$ cat src/rtl/csr_arb_pkg.sv
// rtl/csr_arb_pkg.sv - shared types and default sizes for the CSR bus arbiter
package csr_arb_pkg;

  localparam int CSR_NUM_REQ  = 4;
  localparam int CSR_AW       = 8;
  localparam int CSR_DW       = 32;
  localparam int CSR_NUM_REGS = 2;
  localparam int IDX_W        = $clog2(CSR_NUM_REQ);

  typedef enum logic [1:0] {
    IDLE,
    ISSUE,
    WAIT,
    DONE
  } state_t;

  typedef struct packed {
    logic              wr;
    logic [CSR_AW-1:0] addr;
    logic [CSR_DW-1:0] wdata;
    logic              oor;
    logic [IDX_W-1:0]  idx;
  } cmd_t;

  function automatic logic [CSR_NUM_REQ-1:0] idx_to_onehot(input logic [IDX_W-1:0] idx);
    logic [CSR_NUM_REQ-1:0] oh;
    oh      = '0;
    oh[idx] = 1'b1;
    return oh;
  endfunction

endpackage

$ cat src/rtl/csr_rr_arbiter.sv
// rtl/csr_rr_arbiter.sv - round-robin winner select with a registered priority pointer
module csr_rr_arbiter #(
  parameter  int NUM_REQ = 4,
  localparam int IW      = $clog2(NUM_REQ)
) (
  input  logic               clk_i,
  input  logic               rst_n_i,
  input  logic [NUM_REQ-1:0] req_i,
  input  logic               gnt_en_i,
  output logic               valid_o,
  output logic [IW-1:0]      win_idx_o
);

  logic [IW-1:0] ptr_q;
  logic [IW-1:0] ptr_d;

  // Scan from the farthest offset down so the request nearest ptr_q is the last to assign.
  always_comb begin
    int j;
    logic [IW-1:0] cand;
    valid_o   = 1'b0;
    win_idx_o = '0;
    j         = 0;
    cand      = '0;
    for (int i = NUM_REQ - 1; i >= 0; i--) begin
      j = int'(ptr_q) + i;
      if (j >= NUM_REQ) j = j - NUM_REQ;
      cand = IW'(j);
      if (req_i[cand]) begin
        valid_o   = 1'b1;
        win_idx_o = cand;
      end
    end
  end

  always_comb begin
    ptr_d = ptr_q;
    if (gnt_en_i && valid_o) begin
      ptr_d = (win_idx_o == IW'(NUM_REQ - 1)) ? '0 : win_idx_o + IW'(1);
    end
  end

  always_ff @(posedge clk_i or negedge rst_n_i) begin
    if (!rst_n_i) begin
      ptr_q <= '0;
    end else begin
      ptr_q <= ptr_d;
    end
  end

endmodule

$ cat src/rtl/csr_bus_arbiter.sv
// rtl/csr_bus_arbiter.sv - shares one CSR map port between requesters, one strobe per transaction
module csr_bus_arbiter
  import csr_arb_pkg::*;
#(
  parameter int NUM_REQ  = CSR_NUM_REQ,
  parameter int AW       = CSR_AW,
  parameter int DW       = CSR_DW,
  parameter int NUM_REGS = CSR_NUM_REGS
) (
  input  logic                  reg_clk_i,
  input  logic                  reg_rst_n_i,
  input  logic [NUM_REQ-1:0]    req_i,
  input  logic [NUM_REQ-1:0]    req_wr_i,
  input  logic [NUM_REQ*AW-1:0] req_addr_i,
  input  logic [NUM_REQ*DW-1:0] req_wdata_i,
  output logic [NUM_REQ-1:0]    gnt_o,
  output logic [NUM_REQ-1:0]    rsp_valid_o,
  output logic                  rsp_err_o,
  output logic [DW-1:0]         rsp_rdata_o,
  output logic                  reg_wr_en_o,
  output logic                  reg_rd_en_o,
  output logic [AW-1:0]         reg_addr_o,
  output logic [DW-1:0]         reg_wr_data_o,
  input  logic [DW-1:0]         reg_rd_data_i
);

  state_t           state_q;
  cmd_t             cmd_q;
  cmd_t             cmd_d;
  logic [DW-1:0]    rdata_q;
  logic             arb_valid;
  logic [IDX_W-1:0] arb_idx;
  logic             arb_take;

  assign arb_take = (state_q == IDLE) && arb_valid;

  csr_rr_arbiter #(
    .NUM_REQ(NUM_REQ)
  ) u_rr (
    .clk_i    (reg_clk_i),
    .rst_n_i  (reg_rst_n_i),
    .req_i    (req_i),
    .gnt_en_i (arb_take),
    .valid_o  (arb_valid),
    .win_idx_o(arb_idx)
  );

  always_comb begin
    cmd_d       = '0;
    cmd_d.wr    = req_wr_i[arb_idx];
    cmd_d.addr  = req_addr_i[int'(arb_idx)*AW +: AW];
    cmd_d.wdata = req_wdata_i[int'(arb_idx)*DW +: DW];
    cmd_d.oor   = (req_addr_i[int'(arb_idx)*AW +: AW] >= AW'(NUM_REGS));
    cmd_d.idx   = arb_idx;
  end

  // rdata_q is cleared on accept so writes and errors respond with zero data.
  always_ff @(posedge reg_clk_i or negedge reg_rst_n_i) begin
    if (!reg_rst_n_i) begin
      state_q <= IDLE;
      cmd_q   <= '0;
      rdata_q <= '0;
    end else begin
      unique case (state_q)
        IDLE: begin
          if (arb_valid) begin
            cmd_q   <= cmd_d;
            rdata_q <= '0;
            state_q <= ISSUE;
          end
        end
        ISSUE:   state_q <= (!cmd_q.oor && !cmd_q.wr) ? WAIT : DONE;
        WAIT: begin
          rdata_q <= reg_rd_data_i;
          state_q <= DONE;
        end
        DONE:    state_q <= IDLE;
        default: state_q <= IDLE;
      endcase
    end
  end

  always_comb begin
    gnt_o         = '0;
    rsp_valid_o   = '0;
    rsp_err_o     = 1'b0;
    rsp_rdata_o   = '0;
    reg_wr_en_o   = 1'b0;
    reg_rd_en_o   = 1'b0;
    reg_addr_o    = '0;
    reg_wr_data_o = '0;
    if (state_q == ISSUE) begin
      gnt_o = idx_to_onehot(cmd_q.idx);
      if (!cmd_q.oor) begin
        reg_wr_en_o   = cmd_q.wr;
        reg_rd_en_o   = !cmd_q.wr;
        reg_addr_o    = cmd_q.addr;
        reg_wr_data_o = cmd_q.wdata;
      end
    end
    if (state_q == DONE) begin
      rsp_valid_o = idx_to_onehot(cmd_q.idx);
      rsp_err_o   = cmd_q.oor;
      rsp_rdata_o = rdata_q;
    end
  end

endmodule

$ cat config.mk
export PLATFORM = sky130hd
export DESIGN_NAME = csr_bus_arbiter
export DESIGN_NICKNAME = d
export VERILOG_FILES = /design/src/rtl/csr_arb_pkg.sv /design/src/rtl/csr_rr_arbiter.sv /design/src/rtl/csr_bus_arbiter.sv
export SDC_FILE = /design/constraint.sdc
export NUM_CORES = 1
export LEC_CHECK = 0
export BUFFER_PORTS_ARGS = -buffer_cell sky130_fd_sc_hd__buf_2
export CAP_MARGIN = 20
export CORE_AREA = 4 4 110 112
export CTS_CLUSTER_SIZE = 10
export DETAILED_ROUTE_END_ITERATION = 10
export DIE_AREA = 0 0 114 116
export GPL_ROUTABILITY_DRIVEN = 1
export PLACE_DENSITY_LB_ADDON = 0.05
export RECOVER_POWER = 50
export SLEW_MARGIN = 10
export SYNTH_ARGS = -nofsm -noshare
export SYNTH_HDL_FRONTEND = slang
export SYNTH_SLANG_ARGS = --single-unit
$ cat constraint.sdc
create_clock -name reg_clk_i -period 5.1 [get_ports reg_clk_i]
set_clock_uncertainty 0.1 [all_clocks]
set_input_delay 0.51 -clock reg_clk_i [delete_from_list [all_inputs] [get_ports reg_clk_i]]
set_output_delay 0.51 -clock reg_clk_i [all_outputs]
set_load 0.02 [all_outputs]
# == Yosys cells after proc, flatten, opt, wreduce, memory -nomap -nowiden ==
# Cells that the tools add are included.
# word_totals
ff_bits,80
output_inout_bits,83
elab_cells,87
# classes
n_addsub,8
order_cmp,12
eq_ne,5
n_shift,2
mux,42
n_reduce_logical,10
# op_table
operator,n
two-way mux 32 bit,4
variable part select 128 x 8 -> 32 bit,1
case mux 32 bit (2 select lines),1
variable part select 32 x 6 -> 8 bit,1
two-way mux 2 bit,10
less-than comparator 2 x 3 -> 1 bit (second input constant),6
two-way mux 1 bit,16
two-way mux 8 bit,2
binary-select mux 1 bit (select 2 bit),5
>= comparator 3 bit (second input constant),3
>= comparator 8 x 2 -> 1 bit (second input constant),1
two-way mux 4 bit,2
case mux 2 bit (4 select lines),1
subtractor 2 x 1 -> 2 bit (second input constant),4
adder 2 x 2 -> 3 bit (second input constant),2
equality test 2 bit (second input constant),3
logical AND 1 bit,4
AND reduction 2 bit,2
adder 2 x 1 -> 3 bit (second input constant),1
>= comparator 2 x 3 -> 1 bit (second input constant),1
adder 2 x 1 -> 2 bit (second input constant),1
demux 1 bit (select 2 bit),1
equality test 2 x 1 -> 1 bit (second input constant),1
>= comparator 2 x 1 -> 1 bit (second input constant),1
other kinds (4),5

# == Logic depth before layout (Yosys ltp) ==
# Gate-level depths: netlist of the first run.
# logic_depth
word_depth,11
ltp_mapped,10
depth_no_buf,7

# == Hierarchy ==
# From an unflattened synthesis of the first run, not the netlist that was laid out.
# unflattened
cells_unflattened,348
hier_area_um2,4649.5
# by_module_without_submodules
module,instances,cells_each,area_per_inst_um2,seq_area_each_um2
csr_bus_arbiter,1,327,4484.3,1951.9
csr_rr_arbiter,1,21,165.2,50.0

# == Worst setup path after synthesis of the first run ==
# No wires, ideal clock.
# synth_timing
path_type,input-to-reg
from,in req_i[2]
to,reg cmd_q[2] in the netlist's numbering
setup_time_ns,0.084
t_arrival_ns,1.968
required_ns,4.916
slack_ns,2.949
stages,6
path_buffers,0
path_cell_list,nor2b_1 -> a21o_1 -> a211oi_4 -> mux2_2 -> and4_1 -> a41oi_2
# synth_via
elab_chain_cells,8
word_cells_on_any_way,19
cone_classes,order compare (1); shift (1); mux (16); reduce/logical (1)
# synth_lines
item,line_no,text
"start, declared",csr_bus_arbiter.sv:12,"input logic [NUM_REQ-1:0] req_i,"
binary-select mux 1 bit (select 2 bit),csr_rr_arbiter.sv:29,if (req_i[cand]) begin
two-way mux 1 bit (not written as such),csr_rr_arbiter.sv:29,
two-way mux 2 bit (4 in series),csr_rr_arbiter.sv:29,
variable part select 32 x 6 -> 8 bit,csr_bus_arbiter.sv:53,cmd_d.oor = (req_addr_i[int'(arb_idx)*AW +: AW] >= AW'(NUM_REGS));
>= comparator 8 x 2 -> 1 bit,csr_bus_arbiter.sv:53,
"end signal, assigned",csr_bus_arbiter.sv:67,cmd_q <= cmd_d;
"end, declared",csr_bus_arbiter.sv:28,cmd_t cmd_q;
# Parallel ways exist; a longest one is shown, timed or not. The select of a mux whose other input is x is not followed.
# A chain may end at the register's enable or synchronous reset.

# == Worst setup path after layout of the first run ==
# layout_timing
from,in req_i[3]
to,reg cmd_q[19] in the netlist's numbering
# layout_via
elab_chain_cells,7
word_cells_on_any_way,18
cone_classes,shift (1); mux (16); reduce/logical (1)
# layout_lines
item,line_no
binary-select mux 1 bit (select 2 bit),csr_rr_arbiter.sv:29
two-way mux 1 bit (not written as such),csr_rr_arbiter.sv:29
two-way mux 2 bit or two-way mux 1 bit (tied branches) (4 in series),csr_rr_arbiter.sv:29
variable part select 128 x 8 -> 32 bit or AND reduction 2 bit (tied branches),n/a
# Parallel ways exist; a longest one is shown, timed or not. The select of a mux whose other input is x is not followed.

==> results of run 1 <==
[cell type report]
| type | count | area, sq um |
|---|---|---|
| Antenna cell | 1 | 2.50 |
| Clock buffer | 11 | 253 |
| Clock inverter | 5 | 31.3 |
| Fill cell | 1052 | 4570 |
| Inverter | 3 | 11.3 |
| Multi-Input combinational cell | 507 | 2680 |
| Sequential cell | 80 | 2000 |
| Tap cell | 143 | 179 |
| Timing Repair Buffer | 294 | 1490 |
[placed cells by master (no fill, tap or decap), types with 2 or more instances in the layout]
| cell | netlist | layout |
|---|---|---|
| nor3b_1 | 2 | 2 |
| and3b_1 | 4 | 4 |
| o21ai_0 | 30 | 30 |
| o21ai_1 | 52 | 51 |
| buf_2 | 10 | 278 |
| nand3_1 | 37 | 37 |
| nor2_1 | 4 | 4 |
| ha_1 | 4 | 4 |
| clkbuf_16 | 0 | 9 |
| nand2_1 | 228 | 228 |
| nor2b_1 | 4 | 3 |
| a21oi_1 | 3 | 3 |
| inv_1 | 2 | 2 |
| clkbuf_1 | 29 | 7 |
| and3_1 | 2 | 2 |
| clkinv_2 | 0 | 3 |
| and2_1 | 75 | 74 |
| dfrtp_1 | 80 | 80 |
| buf_4 | 3 | 6 |
| mux2i_1 | 11 | 11 |
| mux2_2 | 4 | 4 |
| nand2b_1 | 3 | 3 |
| a22o_1 | 32 | 32 |
| clkbuf_8 | 0 | 2 |
[flip-flops by register name (all words and copies together) (netlist names)]
signal      cells
cmd_q          44
rdata_q        32
state_q         2
u_rr.ptr_q      2
[routing by layer]
metal | routed length, microns | global-route usage | share of wire
met1 | 6290 | 0.273 | 0.41
met2 | 7490 | 0.377 | 0.49
met3 | 1160 | 0.0465 | 0.076
met4 | 321 | 0.0871 | 0.021
met5 | 13 | 0 | 0.00085
[cells by family (layout without fill, tap and decap cells)]
kind of cell,count (synthesis),in the layout,synth area share
AOI/OAI and AO/OA,124,124,0.163
xor gates and xnor gates,1,1,0.00178
adders and majority gates,4,4,0.0102
buffers and inverters,51,313,0.0500
DFF,80,80,0.406
muxes,15,15,0.0315
other,0,1,0
and+or+nand+nor,363,363,0.337
[power breakdown]
part / internal [uW] / switching [uW]
Sequential: 930 / 166
Combinational: 637 / 985
Clock: 354 / 249
Total: 1920 / 1400
[worst max path at each step]
stage / startpoint / to / slack [ps] / cells after the start
after floorplan: req_i[2] / cmd_q[2] / 2950 / 6
after global placement: req_i[1] / cmd_q[2] / 2210 / 9
after detailed placement: req_i[1] / cmd_q[7] / 2120 / 9
after CTS: u_rr.ptr_q[1] / cmd_q[7] / 2350 / 7
after global routing: reg_rst_n_i / cmd_q[29] / 1600 / 3
final: req_i[3] / cmd_q[19] / 2090 / 5
[stage by stage]
step	cell area (sq um)	hold slack [ps]	utilization
2_1_floorplan	4930	114	-
4_1_cts	6650	279	0.592
3_3_place_gp	6350	353	0.566
5_1_grt	6660	285	0.593
3_5_place_dp	6360	364	0.567
6_report	6660	295	0.593
==> results.py, run 1 <==
metrics = {
    "run_status": {
        "status": "complete, but fails checks",
        "violations": "capacitance limit, slew limit",
    },
    "global_route": {
        "grt_start_max_net_pins": 82,
        "grt_pass1_vias": 4863,
        "grt_pass1_wl_microns": 23300,
        "antenna_found_initial": 2,
        "gr-usage-all-layers": 0.220,
        "overflow": 0,
    },
    "finish": {
        "final_cell_count_no_fill": 1044,
        "nets": 1101,
        "drive_above_1_share": 0.349,
        "area_growth_pct": 35.1,
    },
    "clock_network": {
        "cts_buffers": 9,
        "htreeDepth": 3,
        "holdBufCountCts": 0,
        "cts_setup_buffers": 0,
        "cts_resized": 0,
        "clock_sinks": 80,
        "cts_tree": "built",
        "worstSkewPairLatency_ps": 330,
        "cts_root_buf": "clkbuf_16",
        "clk_pin_slew_ps": 60,
        "cts_buffer_depth": 2,
    },
    "worst_setup_path": {
        "critPathLaunchType": "input pin",
        "cp_data_required_time_ps": 5200,
        "critPathCaptureType": "flop",
        "worstPathCellList": "clkbuf_1 -> nor4_1 -> nand2b_1 -> buf_4 -> o21ai_0",
        "critPathMaxFanout": 51,
        "worstPathArrival_ps": 3110,
        "cp_top_family": "simple AND/OR/NAND/NOR gates",
        "r2r_end": "cmd_q[19]",
        "slowest_stage": "nand2b_1",
        "path_buf_inv": 2,
        "r2r_cells": 5,
        "crit_type": "in -> reg",
        "rr_startpoint": "state_q[0]",
        "ff2ff_setup_slack_ps": 2280,
        "critPathMaxStageDelay_ps": 1260,
    },
    "synthesis": {
        "synth_top_area_cell": "dfrtp_1",
        "ys_warn_count": 0,
        "yosysSeqAreaShare": 0.406,
        "synth_cell_types": 37,
        "netlist_area_sq_um": 4930,
        "synth_edf_count": 0,
        "avgSynthCellArea_sq_um": 7.72,
        "syn_nets": 844,
        "synth_top_area_share": 0.406,
        "synth_async_sr_flop_share": 1.00,
        "ys_seq_elements": 80,
        "synth_common_cells": "228 x nand2_1, 80 x dfrtp_1, 75 x and2_1",
        "synthTopCellsByArea": "dfrtp_1 41%, nand2_1 17%, and2_1 9.5%",
        "synth_ff_type": "dfrtp_1",
        "synth_most_common_cell": "nand2_1",
        "syn_inst": 638,
    },
    "floorplanning": {
        "fp.dieW_microns": 114,
        "die-area_sq_um": 13200,
        "initial_utilization": 0.439,
        "core_sq_um": 11200,
        "io_pins": 285,
        "core.rowCount": 39,
        "die_h_microns": 116,
    },
    "place": {
        "portBuffers": 284,
        "hpwl_microns": 11700,
        "globalplace.congestion": 0.940,
        "dp.cells": 1024,
        "post-place-ws_ps": 2120,
    },
    "sta": {
        "period_share": 0.591,
        "setup_tns_ps": 0,
        "max-slew-margin-rel": -0.104,
        "grt_setup_unrepaired": "false",
        "drv_slew": 119,
        "layout_setup_ws_ps": 2090,
        "setup_viol": 0,
        "worstMarginPinSlew_ps": 1660,
        "fin_crit_ps": 3010,
        "fmax_ghz": 0.332,
        "hold_viol": 0,
    },
    "power_and_ir_drop": {
        "power.leakage_uw": 0.00376,
        "ir_worst_vdd_mv": 0.248,
        "p_per_area_nw_per_um2": 499,
        "power_uw": 3320,
    },
    "detailed_routing": {
        "drtPass1Iterations": 4,
        "dr.first_iter.drc_count": 250,
        "via_per_inst": 4.95,
        "postRouteAntennaNets": 0,
        "wire_per_inst_microns": 14.6,
        "route.detailed.drc": 0,
        "route.vias.total": 5165,
        "drt_wl_total_microns": 15300,
    },
    "worst_hold_path": {
        "hold_depth": 2,
        "hold_path.class": "in -> reg",
        "hold_start": "reg_rd_data_i[23]",
        "hold_path_end": "rdata_q[23]",
    },
    "job": {
        "cap_violations": 2,
    },
}
(Power assumes the default switching activity.)
==> run 2, diff against run 1 <==
--- a/config.mk
+++ b/config.mk
@@ -7,10 +7,11 @@
 export LEC_CHECK = 0
 export BUFFER_PORTS_ARGS = -buffer_cell sky130_fd_sc_hd__buf_2
 export CAP_MARGIN = 20
-export CORE_AREA = 4 4 110 112
+export CORE_ASPECT_RATIO = 1.25
+export CORE_MARGIN = 4
+export CORE_UTILIZATION = 45
 export CTS_CLUSTER_SIZE = 10
 export DETAILED_ROUTE_END_ITERATION = 10
-export DIE_AREA = 0 0 114 116
 export GPL_ROUTABILITY_DRIVEN = 1
 export PLACE_DENSITY_LB_ADDON = 0.05
 export RECOVER_POWER = 50
==> constraint.sdc (replaced) <==
create_clock -name reg_clk_i -period 2.85 [get_ports reg_clk_i]
set_clock_uncertainty 0.1 [all_clocks]
set_input_delay 0.285 -clock reg_clk_i [delete_from_list [all_inputs] [get_ports reg_clk_i]]
set_output_delay 0.285 -clock reg_clk_i [all_outputs]
set_load 0.02 [all_outputs]
==> results.py, run 2 (synthesis results as in run 1) <==
metrics = {
    "run_status": {
        "status": "finished clean",
    },
    "sta": {
        "fmax_ghz": 0.435,
        "hold_viol": 0,
        "max-slew-margin-rel": 0.336,
        "setup_viol": 0,
        "setup_tns_ps": 0,
        "layout_setup_ws_ps": 553,
        "worstMarginPinSlew_ps": 995,
        "period_share": 0.806,
        "grt_setup_unrepaired": "false",
        "drv_slew": 0,
        "fin_crit_ps": 2300,
    },
    "clock_network": {
        "cts_buffers": 9,
        "clk_pin_slew_ps": 70,
        "worstSkewPairLatency_ps": 330,
        "cts_setup_buffers": 0,
        "cts_buffer_depth": 2,
        "htreeDepth": 3,
        "clock_sinks": 80,
        "cts_root_buf": "clkbuf_16",
        "holdBufCountCts": 0,
        "cts_resized": 0,
        "cts_tree": "built",
    },
    "finish": {
        "largest_register_ff_count": 44,
        "drive_above_1_share": 0.330,
        "area_growth_pct": 37.3,
        "final_common_cell": "buf_2",
        "diodes": 0,
        "fill_cells": 1015,
        "seq_area_sq_um": 2000,
        "nets": 1105,
        "reg.largest.list": "cmd_q: 44 flops, rdata_q: 32 flops",
        "most-common-layout-cells": "256 x buf_2, 228 x nand2_1, 80 x dfrtp_1",
        "largest-register": "cmd_q",
        "multi_input_area_sq_um": 2680,
        "fin_area_sq_um": 6760,
    },
    "worst_setup_path": {
        "critPathLaunchType": "flop",
        "worstPathArrival_ps": 1910,
        "slowest_stage": "dfrtp_1",
        "critPathMaxStageDelay_ps": 410,
        "path_buf_inv": 3,
        "crit_type": "reg -> out",
        "critPathCaptureType": "primary output",
        "worstPathCellList": "inv_1 -> ha_1 -> nor2b_2 -> buf_4 -> and2_1 -> buf_2",
        "cp_data_required_time_ps": 2470,
        "cp_top_family": "buffers and inverters",
        "critPathMaxFanout": 22,
    },
    "global_route": {
        "grt_busiest_layer": "met2",
        "use_met1": 0.292,
        "grt_pass1_wl_microns": 25000,
        "gr-usage-all-layers": 0.245,
        "grt_start_max_net_pins": 81,
        "antenna_found_initial": 0,
        "gr-usage-met2": 0.423,
        "grt_pass1_vias": 5270,
        "overflow": 0,
        "met3_usage": 0.0501,
    },
    "floorplanning": {
        "core.rowCount": 42,
        "die_h_microns": 125,
        "initial_utilization": 0.462,
        "core_sq_um": 10700,
        "io_pins": 285,
        "die-area_sq_um": 12700,
        "fp.dieW_microns": 102,
    },
    "place": {
        "post-place-ws_ps": 494,
        "placed_cell_area_sq_um": 6380,
        "hpwl_microns": 12200,
        "portBuffers": 284,
        "globalplace.congestion": 0.831,
    },
    "power_and_ir_drop": {
        "p_per_area_nw_per_um2": 930,
        "seqPwrFrac": 0.311,
        "p_comb_frac": 0.466,
        "switching_share": 0.403,
        "intPower_uw": 3750,
        "power.leakage_uw": 0.00373,
        "ir_worst_vdd_mv": 0.518,
        "power_switching_uw": 2540,
        "power_uw": 6290,
        "pwr-share-clk": 0.223,
    },
    "detailed_routing": {
        "dr.first_iter.drc_count": 158,
        "drtPass1Iterations": 4,
        "drt_wl_total_microns": 15800,
        "via_per_inst": 5.06,
        "postRouteAntennaNets": 0,
        "route.detailed.drc": 0,
        "route.vias.total": 5246,
        "wire_per_inst_microns": 15.2,
    },
    "worst_hold_path": {
        "hold_path.class": "in -> reg",
    },
    "job": {
        "cap_violations": 0,
    },
}
run 2: final timing paths:
kind                              startpoint             to  slack, ps  depth (start not counted)
max                               state_q[1]  reg_addr_o[7]        550                          6
min                        reg_rd_data_i[29]    rdata_q[29]         70                          2
max reg2reg                    u_rr.ptr_q[0]       cmd_q[2]        570                          7
min reg2reg                        cmd_q[27]      cmd_q[27]        370                          2
max in group asynchronous        reg_rst_n_i      cmd_q[15]       1350                          3
min in group asynchronous        reg_rst_n_i    rdata_q[29]        550                          2
run 2: metal layers:
layer | wire [microns] | share of wire | vias to the layer above
met3 | 1330 | 0.084 | 34
li1 | - | - | 2628
met5 | 0 | 0 | -
met4 | 449 | 0.028 | 0
met1 | 6190 | 0.39 | 2376
met2 | 7820 | 0.50 | 208
run 2: worst register-to-register path: cells and delay by family, from the launching register on:
kind	cells	cell delay, ps
simple gates	2	230
buf+inv	1	460
compound gates	4	950
flops	1	390
run 2: through the flow:
stage / cells / hold WS, ps / util
after floorplan: 638 / -111 / -
after global placement: 1017 / 356 / 0.598
after detailed placement: 1017 / 366 / 0.598
after CTS: 1033 / 56.8 / 0.633
after global routing: 1036 / 70.7 / 0.634
final: 1036 / 66.5 / 0.634
run 2: final cells by class:
cell class,instances,area share
flip-flops and latches,80,0.296
repair buffers,298,0.227
clock inverters,7,0.0213
clock buffers,9,0.0333
inverters,3,0.00167
multi-input cells,507,0.397
well taps,132,0.0244
run 2: power groups by stage:
| stage | Sequential [uW] | Combinational, uW | Clock (uW) |
|---|---|---|---|
| final | 1960 | 2930 | 1400 |
| after global routing | 2020 | 3310 | 1470 |
| after CTS | 1960 | 2970 | 1430 |
| after detailed placement | 1970 | 2950 | 0 |
| after global placement | 1950 | 2860 | 0 |
| after floorplan | 1860 | 2300 | 0 |
==> run 3, diff against run 2 <==
--- a/config.mk
+++ b/config.mk
@@ -5,11 +5,12 @@
 export SDC_FILE = /design/constraint.sdc
 export NUM_CORES = 1
 export LEC_CHECK = 0
+export ABC_AREA = 1
 export BUFFER_PORTS_ARGS = -buffer_cell sky130_fd_sc_hd__buf_2
 export CAP_MARGIN = 20
 export CORE_ASPECT_RATIO = 1.25
 export CORE_MARGIN = 4
-export CORE_UTILIZATION = 45
+export CORE_UTILIZATION = 46
 export CTS_CLUSTER_SIZE = 10
 export DETAILED_ROUTE_END_ITERATION = 10
 export GPL_ROUTABILITY_DRIVEN = 1
==> constraint.sdc (replaced) <==
create_clock -name reg_clk_i -period 2.3 [get_ports reg_clk_i]
set_clock_uncertainty 0.1 [all_clocks]
set_input_delay 0.23 -clock reg_clk_i [delete_from_list [all_inputs] [get_ports reg_clk_i]]
set_output_delay 0.23 -clock reg_clk_i [all_outputs]
set_load 0.02 [all_outputs]
==> results.py, run 3 <==
metrics = {
    "run_status": {
        "status": "finished clean",
    },
    "clock_network": {
        "clock_sinks": 80,
        "clk_pin_slew_ps": 60,
        "cts_setup_buffers": 0,
        "cts_root_buf": "clkbuf_16",
        "cts_tree": "built",
        "cts_buffers": 9,
        "worstSkewPairLatency_ps": 330,
        "cts_buffer_depth": 2,
        "htreeDepth": 3,
    },
    "job": {
        "cap_violations": 0,
    },
    "floorplanning": {
        "fp.dieW_microns": 103,
        "die_h_microns": 127,
        "core_sq_um": 11100,
        "io_pins": 285,
        "initial_utilization": 0.469,
        "core.rowCount": 43,
        "die-area_sq_um": 13100,
    },
    "sta": {
        "grt_setup_unrepaired": "false",
        "setup_viol": 0,
        "fmax_ghz": 0.469,
        "setup_tns_ps": 0,
        "hold_ws_ps": 30.4,
        "drv_slew": 0,
        "hold_viol": 0,
        "layout_setup_ws_ps": 168,
        "max-slew-margin-rel": 0.342,
        "fin_crit_ps": 2130,
        "period_share": 0.927,
        "worstMarginPinSlew_ps": 987,
    },
    "finish": {
        "area_growth_pct": 36.6,
        "largest_register_ff_count": 44,
        "drive_above_1_share": 0.303,
        "final_cell_count_no_fill": 1206,
        "nets": 1272,
        "reg.largest.list": "cmd_q: 44 flops, rdata_q: 32 flops",
        "largest-register": "cmd_q",
        "final_common_cell": "buf_2",
        "multi_input_area_sq_um": 2550,
        "diodes": 0,
        "most-common-layout-cells": "258 x buf_2, 257 x nand2_1, 136 x nand3_1",
        "seq_area_sq_um": 2000,
        "fill_cells": 1132,
    },
    "global_route": {
        "overflow": 0,
        "antenna_found_initial": 0,
        "grt_start_max_net_pins": 62,
        "gr-usage-all-layers": 0.268,
        "grt_pass1_vias": 5719,
        "grt_pass1_wl_microns": 27800,
    },
    "worst_setup_path": {
        "cp_common_cell": "nand3_2",
        "cp_data_required_time_ps": 2370,
        "worstPathArrival_ps": 2200,
        "critPathMaxFanout": 23,
        "cp_top_family": "simple AND/OR/NAND/NOR gates",
        "slowest_stage": "dfrtp_2",
        "r2r_cells": 9,
        "r2r_end": "state_q[0]",
        "critPathMaxStageDelay_ps": 490,
        "worstPathCellList": "inv_4 -> nand2_2 -> nand3_2 -> nand2_1 -> nor2_2 -> nand3_2 -> nand2_4 -> clkbuf_2 -> o311ai_0",
        "crit_type": "reg -> reg",
        "path_buf_inv": 2,
        "ff2ff_setup_slack_ps": 170,
        "rr_startpoint": "u_rr.ptr_q[0]",
        "critPathCaptureType": "flop",
        "critPathLaunchType": "flop",
    },
    "power_and_ir_drop": {
        "p_per_area_nw_per_um2": 1520,
        "power.leakage_uw": 0.00411,
        "power_uw": 10800,
        "ir_worst_vdd_mv": 0.758,
    },
    "synthesis": {
        "synthSimpleGateAreaFrac": 0.380,
        "synthAdderAreaFrac": 0.00963,
        "synth_top_family_by_area": "simple AND/OR/NAND/NOR gates",
        "synth_top_area_cell": "dfrtp_1",
        "synth_ff_type": "dfrtp_1",
        "muxShareOfSynthArea": 0,
        "synth_common_cells": "257 x nand2_1, 136 x nand3_1, 90 x inv_1",
        "synth-compound-area-share": 0.102,
        "synth_most_common_cell": "nand2_1",
        "syn_inst": 795,
        "synthXorXnorAreaFrac": 0,
        "avgSynthCellArea_sq_um": 6.54,
        "ys_seq_elements": 80,
        "synthTopCellsByArea": "dfrtp_1 39%, nand2_1 19%, nand3_1 13%",
        "synth_top_area_share": 0.385,
        "synth_edf_count": 0,
        "synth_async_sr_flop_share": 1.00,
        "ys_warn_count": 0,
        "syn_nets": 1001,
        "netlist_area_sq_um": 5200,
        "yosysSeqAreaShare": 0.385,
        "synth_cell_types": 26,
    },
    "worst_hold_path": {
        "hold_depth": 3,
        "hold_path_end": "rdata_q[5]",
        "hold_start": "reg_rd_data_i[5]",
        "hold_path.class": "in -> reg",
    },
    "place": {
        "portBuffers": 284,
        "hpwl_microns": 13900,
        "dp.cells": 1188,
        "globalplace.congestion": 0.928,
        "post-place-ws_ps": 97.8,
    },
    "detailed_routing": {
        "via_per_inst": 5.13,
        "wire_per_inst_microns": 15.3,
        "drt_wl_total_microns": 18400,
        "route.detailed.drc": 0,
        "dr.first_iter.drc_count": 212,
        "postRouteAntennaNets": 0,
        "route.vias.total": 6192,
        "drtPass1Iterations": 7,
    },
}
==> run 3: metrics by stage <==
step	utilization	instance area, sq um
CTS	0.642	7120
floorplan	-	5200
finish	0.641	7100
global route	0.641	7100
detailed placement	0.615	6810
global placement	0.615	6810
==> run 3: per-layer routing <==
metal | track usage | up-vias | wire length (microns)
met5 | 0 | - | 0
met4 | 0.0709 | 0 | 403
met3 | 0.0688 | 35 | 1760
met2 | 0.472 | 293 | 9320
met1 | 0.321 | 2802 | 6930
li1 | - | 3062 | -
==> run 3: how the worst max path moves through the flow <==
| stage | start | cells after the start | slack [ps] | endpoint |
|---|---|---|---|---|
| global route | u_rr.ptr_q[0] | 14 | 9 | cmd_q[6] |
| CTS | u_rr.ptr_q[0] | 15 | 80 | cmd_q[2] |
| global placement | u_rr.ptr_q[0] | 14 | 140 | cmd_q[2] |
| detailed placement | u_rr.ptr_q[0] | 13 | 100 | cmd_q[19] |
| floorplan | u_rr.ptr_q[0] | 15 | 400 | cmd_q[2] |
| finish | u_rr.ptr_q[0] | 9 | 170 | state_q[0] |
==> run 3: cell type report <==
cell class | count | area share
timing repair buffer | 314 | 0.240
multi-input combinational | 564 | 0.360
clock buffer | 9 | 0.0317
inverter | 97 | 0.0520
clock inverter | 7 | 0.0100
tap | 135 | 0.0238
sequential | 80 | 0.282
==> run 3: repair_timing <==
action,in CTS,in global routing
hold endpoints to repair,35,0
hold buffers,1,0
gates resized for setup,0,3
setup endpoints to repair,0,37
==> run 3: worst register-to-register path, cell delays in order (launching register included) <==
cell and delay (ps):
dfrtp_2 490, inv_4 110, nand2_2 60, nand3_2 90
nand2_1 90, nor2_2 130, nand3_2 140, nand2_4 140
clkbuf_2 420, o311ai_0 210
==> run 3: where the power goes <==
group | internal, uW | leakage [uW] | switching, uW | total (uW)
Clock | 840 | 0.000138 | 574 | 1410
Combinational | 2480 | 0.00300 | 4440 | 6910
Sequential | 2110 | 0.000969 | 358 | 2470
Total | 5430 | 0.00411 | 5370 | 10800
==> run 3: cells by family (layout without fill, tap and decap cells) <==
kind of cell,Yosys count,count (layout)
fa+ha+maj,4,4
compound gates,100,100
simple gates,460,460
flops,80,80
buf+inv,151,427
